### config.mk
export PLATFORM = sky130hd
export DESIGN_NAME = mem_arbiter
export DESIGN_NICKNAME = d
export VERILOG_FILES = /design/src/rtl/mem_arbiter.sv
export SDC_FILE = /design/constraint.sdc
export NUM_CORES = 1
export LEC_CHECK = 0
export ABC_AREA = 1
export CORE_MARGIN = 2
export CORE_UTILIZATION = 40
export CTS_CLUSTER_SIZE = 40
export DETAILED_ROUTE_END_ITERATION = 10
export PLACE_DENSITY_LB_ADDON = 0.15
export REMOVE_ABC_BUFFERS = 1
export SLEW_MARGIN = 30
export SYNTH_ARGS = -nofsm -noshare
export SYNTH_HDL_FRONTEND = slang
export SYNTH_SLANG_ARGS = --single-unit
### constraint.sdc
create_clock -name clk -period 1.2 [get_ports clk]
set_input_delay 0.12 -clock clk [delete_from_list [all_inputs] [get_ports clk]]
set_output_delay 0.12 -clock clk [all_outputs]
set_load 0.02 [all_outputs]
### src/rtl/mem_arbiter.sv
// mem_arbiter: shares the byte-serial memory controller port between fetch and the LSB.
// Optional anti-starvation guard for fetch: define MEM_ARB_STARVE_GUARD_EN.
module mem_arbiter #(
    parameter int STARVE_LIMIT = 4,
    parameter int CNT_W        = 3
) (
    input  logic        clk,
    input  logic        rst,
    input  logic        rdy,
    input  logic        flush,
    input  logic        if_req,
    input  logic [31:0] if_addr,
    output logic        if_done,
    output logic [31:0] if_data,
    input  logic        ls_req,
    input  logic        ls_r_nw,
    input  logic [1:0]  ls_size,
    input  logic        ls_sign,
    input  logic [31:0] ls_addr,
    input  logic [31:0] ls_wdata,
    output logic        ls_done,
    output logic [31:0] ls_rdata,
    output logic        mc_valid,
    output logic        mc_r_nw,
    output logic [1:0]  mc_size,
    output logic        mc_sign,
    output logic [31:0] mc_addr,
    output logic [31:0] mc_wdata,
    input  logic        mc_done,
    input  logic [31:0] mc_rdata
);

    localparam logic [1:0] S_IDLE    = 2'd0;
    localparam logic [1:0] S_IF_BUSY = 2'd1;
    localparam logic [1:0] S_LS_BUSY = 2'd2;
    localparam logic [1:0] S_DRAIN   = 2'd3;

    localparam logic [CNT_W-1:0] LIMIT = CNT_W'(STARVE_LIMIT);

    logic [1:0]  state_q, state_d;
    logic        if_pend_q, if_pend_d;
    logic [31:0] if_addr_q, if_addr_d;
    logic        ls_pend_q, ls_pend_d;
    logic        ls_r_nw_q, ls_r_nw_d;
    logic [1:0]  ls_size_q, ls_size_d;
    logic        ls_sign_q, ls_sign_d;
    logic [31:0] ls_addr_q, ls_addr_d;
    logic [31:0] ls_wdata_q, ls_wdata_d;

    logic        mc_valid_q, mc_valid_d;
    logic        mc_r_nw_q, mc_r_nw_d;
    logic [1:0]  mc_size_q, mc_size_d;
    logic        mc_sign_q, mc_sign_d;
    logic [31:0] mc_addr_q, mc_addr_d;
    logic [31:0] mc_wdata_q, mc_wdata_d;
    logic        if_done_q, if_done_d;
    logic [31:0] if_data_q, if_data_d;
    logic        ls_done_q, ls_done_d;
    logic [31:0] ls_rdata_q, ls_rdata_d;

    logic        if_cand;
    logic        ls_cand;
    logic        arb_en;
    logic        grant_ls;
    logic        grant_if;
    logic        guard_fire;

    // A fresh pulse counts as a candidate; flush kills any fetch candidate.
    assign if_cand  = !flush && (if_req || if_pend_q);
    assign ls_cand  = ls_req || ls_pend_q;
    assign arb_en   = (state_q == S_IDLE) || mc_done;
    assign grant_ls = arb_en && ls_cand && !guard_fire;
    assign grant_if = arb_en && if_cand && !grant_ls;

`ifdef MEM_ARB_STARVE_GUARD_EN
    logic [CNT_W-1:0] cnt_q, cnt_d;
    logic             if_any;

    // Counter tracks LSB wins while fetch waits; flush does not touch it.
    assign if_any     = if_req || if_pend_q;
    assign guard_fire = (cnt_q == LIMIT) && if_cand;

    // Starvation counter next state.
    always_comb begin
        cnt_d = cnt_q;
        if (grant_if || !if_any) begin
            cnt_d = '0;
        end else if (grant_ls && cnt_q != LIMIT) begin
            cnt_d = cnt_q + CNT_W'(1);
        end
    end

    // Starvation counter register.
    always_ff @(posedge clk) begin
        if (rst) begin
            cnt_q <= '0;
        end else if (rdy) begin
            cnt_q <= cnt_d;
        end
    end
`else
    logic unused_lim;

    assign guard_fire = 1'b0;
    assign unused_lim = ^LIMIT;
`endif

    // Pending slots, arbitration, issue and completion routing.
    always_comb begin
        state_d    = state_q;
        if_pend_d  = if_pend_q;
        if_addr_d  = if_addr_q;
        ls_pend_d  = ls_pend_q;
        ls_r_nw_d  = ls_r_nw_q;
        ls_size_d  = ls_size_q;
        ls_sign_d  = ls_sign_q;
        ls_addr_d  = ls_addr_q;
        ls_wdata_d = ls_wdata_q;
        mc_valid_d = mc_valid_q;
        mc_r_nw_d  = mc_r_nw_q;
        mc_size_d  = mc_size_q;
        mc_sign_d  = mc_sign_q;
        mc_addr_d  = mc_addr_q;
        mc_wdata_d = mc_wdata_q;
        if_done_d  = 1'b0;
        if_data_d  = if_data_q;
        ls_done_d  = 1'b0;
        ls_rdata_d = ls_rdata_q;

        if (if_req) begin
            if_pend_d = 1'b1;
            if_addr_d = if_addr;
        end
        if (flush || grant_if) begin
            if_pend_d = 1'b0;
        end

        if (ls_req) begin
            ls_pend_d  = 1'b1;
            ls_r_nw_d  = ls_r_nw;
            ls_size_d  = ls_size;
            ls_sign_d  = ls_sign;
            ls_addr_d  = ls_addr;
            ls_wdata_d = ls_wdata;
        end
        if (grant_ls) begin
            ls_pend_d = 1'b0;
        end

        if (state_q == S_IF_BUSY && mc_done && !flush) begin
            if_done_d = 1'b1;
            if_data_d = mc_rdata;
        end
        if (state_q == S_LS_BUSY && mc_done) begin
            ls_done_d  = 1'b1;
            ls_rdata_d = mc_rdata;
        end

        if (arb_en) begin
            unique case (1'b1)
                grant_ls: begin
                    state_d    = S_LS_BUSY;
                    mc_valid_d = 1'b1;
                    mc_r_nw_d  = ls_req ? ls_r_nw  : ls_r_nw_q;
                    mc_size_d  = ls_req ? ls_size  : ls_size_q;
                    mc_sign_d  = ls_req ? ls_sign  : ls_sign_q;
                    mc_addr_d  = ls_req ? ls_addr  : ls_addr_q;
                    mc_wdata_d = ls_req ? ls_wdata : ls_wdata_q;
                end
                grant_if: begin
                    state_d    = S_IF_BUSY;
                    mc_valid_d = 1'b1;
                    mc_r_nw_d  = 1'b1;
                    mc_size_d  = 2'd3;
                    mc_sign_d  = 1'b0;
                    mc_addr_d  = if_req ? if_addr : if_addr_q;
                    mc_wdata_d = '0;
                end
                default: begin
                    state_d    = S_IDLE;
                    mc_valid_d = 1'b0;
                end
            endcase
        end else if (state_q == S_IF_BUSY && flush) begin
            state_d = S_DRAIN;
        end
    end

    // State, slot and output registers; everything freezes while rdy is low.
    always_ff @(posedge clk) begin
        if (rst) begin
            state_q    <= S_IDLE;
            if_pend_q  <= 1'b0;
            if_addr_q  <= '0;
            ls_pend_q  <= 1'b0;
            ls_r_nw_q  <= 1'b0;
            ls_size_q  <= '0;
            ls_sign_q  <= 1'b0;
            ls_addr_q  <= '0;
            ls_wdata_q <= '0;
            mc_valid_q <= 1'b0;
            mc_r_nw_q  <= 1'b0;
            mc_size_q  <= '0;
            mc_sign_q  <= 1'b0;
            mc_addr_q  <= '0;
            mc_wdata_q <= '0;
            if_done_q  <= 1'b0;
            if_data_q  <= '0;
            ls_done_q  <= 1'b0;
            ls_rdata_q <= '0;
        end else if (rdy) begin
            state_q    <= state_d;
            if_pend_q  <= if_pend_d;
            if_addr_q  <= if_addr_d;
            ls_pend_q  <= ls_pend_d;
            ls_r_nw_q  <= ls_r_nw_d;
            ls_size_q  <= ls_size_d;
            ls_sign_q  <= ls_sign_d;
            ls_addr_q  <= ls_addr_d;
            ls_wdata_q <= ls_wdata_d;
            mc_valid_q <= mc_valid_d;
            mc_r_nw_q  <= mc_r_nw_d;
            mc_size_q  <= mc_size_d;
            mc_sign_q  <= mc_sign_d;
            mc_addr_q  <= mc_addr_d;
            mc_wdata_q <= mc_wdata_d;
            if_done_q  <= if_done_d;
            if_data_q  <= if_data_d;
            ls_done_q  <= ls_done_d;
            ls_rdata_q <= ls_rdata_d;
        end
    end

    assign mc_valid = mc_valid_q;
    assign mc_r_nw  = mc_r_nw_q;
    assign mc_size  = mc_size_q;
    assign mc_sign  = mc_sign_q;
    assign mc_addr  = mc_addr_q;
    assign mc_wdata = mc_wdata_q;
    assign if_done  = if_done_q;
    assign if_data  = if_data_q;
    assign ls_done  = ls_done_q;
    assign ls_rdata = ls_rdata_q;

endmodule
==> summary.md <==
| Metric | Value |
|---|---|
| Setup TNS Final | `-21,840 ps` |
| Share of cells above drive strength 1 | `25.0%` |
| CP dominant cell by count | `nor2_1` |
| Num ports | `274` |
| Clk sink count | `239` |
| Die area | `26,000 sq um` |
| Drt pass-1 iters | `5` |
| CP Buf/Inv Count | `2` |
| Clk buf depth | `3` |
| Worst-path cell chain | `o21ai_4 -> nand2_4 -> nor2_4 -> buf_6 -> clkbuf_16 -> nand2_1 -> nor2_1 -> nor2_1` |
| Number of remaining DRC errors | `0` |
| CORE AREA | `24,300 sq um` |
| Row cnt | `57` |
| Initial core utilization | `40.7%` |
| Post-cts hold buffer count | `0` |
| Fin util | `61.0%` |
| Final WS setup | `-257 ps` |
| Antenna Violating Nets Remaining | `0` |
| Failing checks | `negative setup slack` |
| Critical Path Max Stage Delay | `360 ps` |
| Drt wl/cell | `16.4 um` |
| Register share of total power | `43.2%` |
| CP Launch Type | `flop` |
| Mapped Cells | `1,415` |
| Port Buffers | `273` |
| Worst slew pin tran | `444 ps` |
| Switching Share | `27.2%` |
| Clk pwr share | `38.7%` |
| Sw power | `0.00546 W` |
| Crit path required time | `1610 ps` |
| Clk root buf | `clkbuf_16` |
| Number of distinct library cells after synthesis | `21` |
| Starting DRC count in detailed routing | `615` |
| Outcome | `finished, violations left` |
| Fmax | `0.686 GHz` |
| Final Skew | `11.1 ps` |
| RePlAce Congestion | `0.804` |
| Final Hold Vio Count | `0` |
| Vias in the first global route | `9,638` |
| Max Fanout on Critical Path | `7` |
| Mapped cell area | `9900 sq um` |
| Hold crit path type | `in2reg` |
| Slew HR | `70.4%` |
| Power per cell area | `1350 nW/um^2` |
| Area contributors post-synth | `dfxtp_1 (48%), nor2_1 (17%), nand2_1 (13%), o21ai_0 (8.6%), mux2i_1 (3.2%)` |
| Post-DP HPWL | `20.2 mm` |
| Worst Path Class, Setup | `reg2reg` |
| P_leak | `6.95 nW` |
| Final period utilization | `121%` |
| Post-layout min period | `1460 ps` |
| Clock-pin slew on the worst setup and hold paths | `60 ps` |
| Yosys top cell area share | `48.3%` |
| Max-Cap Viols | `0` |
| Cell family with most CP delay | `simple AND/OR/NAND/NOR gates` |
| Worst path slowest cell | `dfxtp_4` |
| RSZ-0062 raised after global routing | `yes` |
| Final Slew Violations | `0` |
| DR vias | `10,100` |
| Setup WS pre-CTS | `-534 ps` |
| CTS tree | `done` |
| DRT Wirelength | `33.6 mm` |
| Global route overflow | `0` |
| Number of diodes | `0` |
| Leading area contributor after synthesis | `dfxtp_1` |
| Yosys warns | `0` |
| Die height | `161 um` |
| #FFs+latches synth | `239` |
| Combinational Power Share | `18.1%` |
| Max VDD drop | `1.18 mV` |
| Seq/Total Area, Yosys | `48.3%` |
| Net count, final | `1,844` |
| Largest net degree at the start of global routing | `48` |
| Final setup fails | `156` |
| Arrival time worst endpoint | `1870 ps` |
| Global-route usage over all layers | `23.7%` |
| Die Width | `161 um` |
| Initial antenna violation count | `0` |
| Syn-to-layout area delta | `49.8%` |
| Avg Vias per Cell | `4.96` |
| Worst-Skew Late Latency | `530 ps` |
| H-tree level count | `1` |
| Global-route wire length before repair | `50.0 mm` |
| Pint | `0.0146 W` |
| Syn_area_per_cell | `7.00 sq um` |
| Critical Path End Type | `flop` |
| TritonCTS Buffers | `26` |
## per-stage QoR
| stage | power, W | area (sq um) | hold WS (ps) | instances |
|---|---|---|---|---|
| after floorplan | 0.0102 | 9460 | 189 | 1317 |
| after global placement | 0.0119 | 13300 | 447 | 1971 |
| after detailed placement | 0.0119 | 13300 | 454 | 1971 |
| after CTS | 0.0197 | 13800 | 30.3 | 2032 |
| after global routing | 0.0209 | 14800 | 68.4 | 2047 |
| final | 0.0201 | 14800 | 50.7 | 2047 |
## synth_stat cells
| cell | n |
|---|---|
| nor2_4 | 2 |
| o21ai_0 | 170 |
| a211oi_1 | 1 |
| buf_6 | 3 |
| o21bai_1 | 32 |
| o21ai_2 | 1 |
| nor2_2 | 2 |
| nand3_1 | 1 |
| nand2_2 | 1 |
| clkbuf_1 | 58 |
| nor3_2 | 2 |
| nor2_1 | 442 |
| buf_2 | 33 |
| nand2_1 | 341 |
| clkinv_1 | 1 |
| mux2i_1 | 32 |
| a21oi_1 | 37 |
| nand4_1 | 1 |
| buf_4 | 4 |
| dfxtp_1 | 239 |
| inv_1 | 12 |
## metal layers
metal	global-route usage, %	part of all wire (%)	wire (um)
met4	6.09	2.3	787
met5	0	0	0
met3	7.42	8.8	2970
met2	39.9	46	15500
met1	29.3	43	14300
## power groups by stage
stage	Clock (W)	Combinational, W	Sequential [W]
after global routing	0.00824	0.00394	0.00872
final	0.00777	0.00363	0.00867
after detailed placement	0	0.00311	0.00881
after floorplan	0	0.00113	0.00904
after global placement	0	0.00308	0.00879
after CTS	0.00791	0.00317	0.00864
## path summary, 6_finish.rpt
| path | end | cells past startpoint | slack (ps) | startpoint |
|---|---|---|---|---|
| hold reg to reg | mc_wdata[30] | 2 | 460 | mc_wdata[30] |
| hold / removal | state_q[1] | 4 | 50 | rst |
| setup reg to reg | mc_addr[19] | 8 | -260 | state_q[0] |
| setup / recovery | mc_addr[19] | 8 | -260 | state_q[0] |
## cells in the final DEF (no fill, tap or decap), drive strengths merged, types with 2 or more instances in the layout
cell type	netlist	layout
nor2	446	446
nand2	342	342
dfxtp	239	239
buf	40	214
o21ai	171	171
clkdlybuf4s50	0	135
clkbuf	58	53
a21oi	37	37
o21bai	32	32
mux2i	32	32
inv	12	13
clkinv	1	4
nor3	2	2
## repair_timing
action                                  CTS  global route
endpoints found under the setup margin  272           158
setup buffers                             9             2
cloned                                    6            15
resized for setup                       581           234
pin swaps                                 9            25
## cell type report
class	instances	area, sq um
clock inverter	4	23.8
clock buffer	42	802
sequential	239	4810
multi-input combinational	1065	5340
inverter	13	63.8
fill	2235	9480
tap	324	405
timing repair buffer	360	3400
## flip-flops by register name, summed over array words and instances, names as in the netlist, 2 cells and up
signal	flops
if_addr_q	32
if_data	32
ls_addr_q	32
ls_rdata	32
ls_size_q	2
ls_wdata_q	32
mc_addr	32
mc_size	2
mc_wdata	32
state_q	2
## tightest hold or removal path, cell delays in order
cell and delay [ps]:
buf_2 160, inv_4 120, nand2_1 90, nor2_1 40
## kinds of logic (layout without fill, tap and decap cells)
family          after synthesis  in the layout  synth area share (%)
compound gates              241            241                  13.0
simple gates                792            792                  30.4
buf+inv                     111            419                  5.00
mux                          32             32                  3.23
flops                       239            239                  48.3
Note: power is estimated with default switching activity, not from simulation.
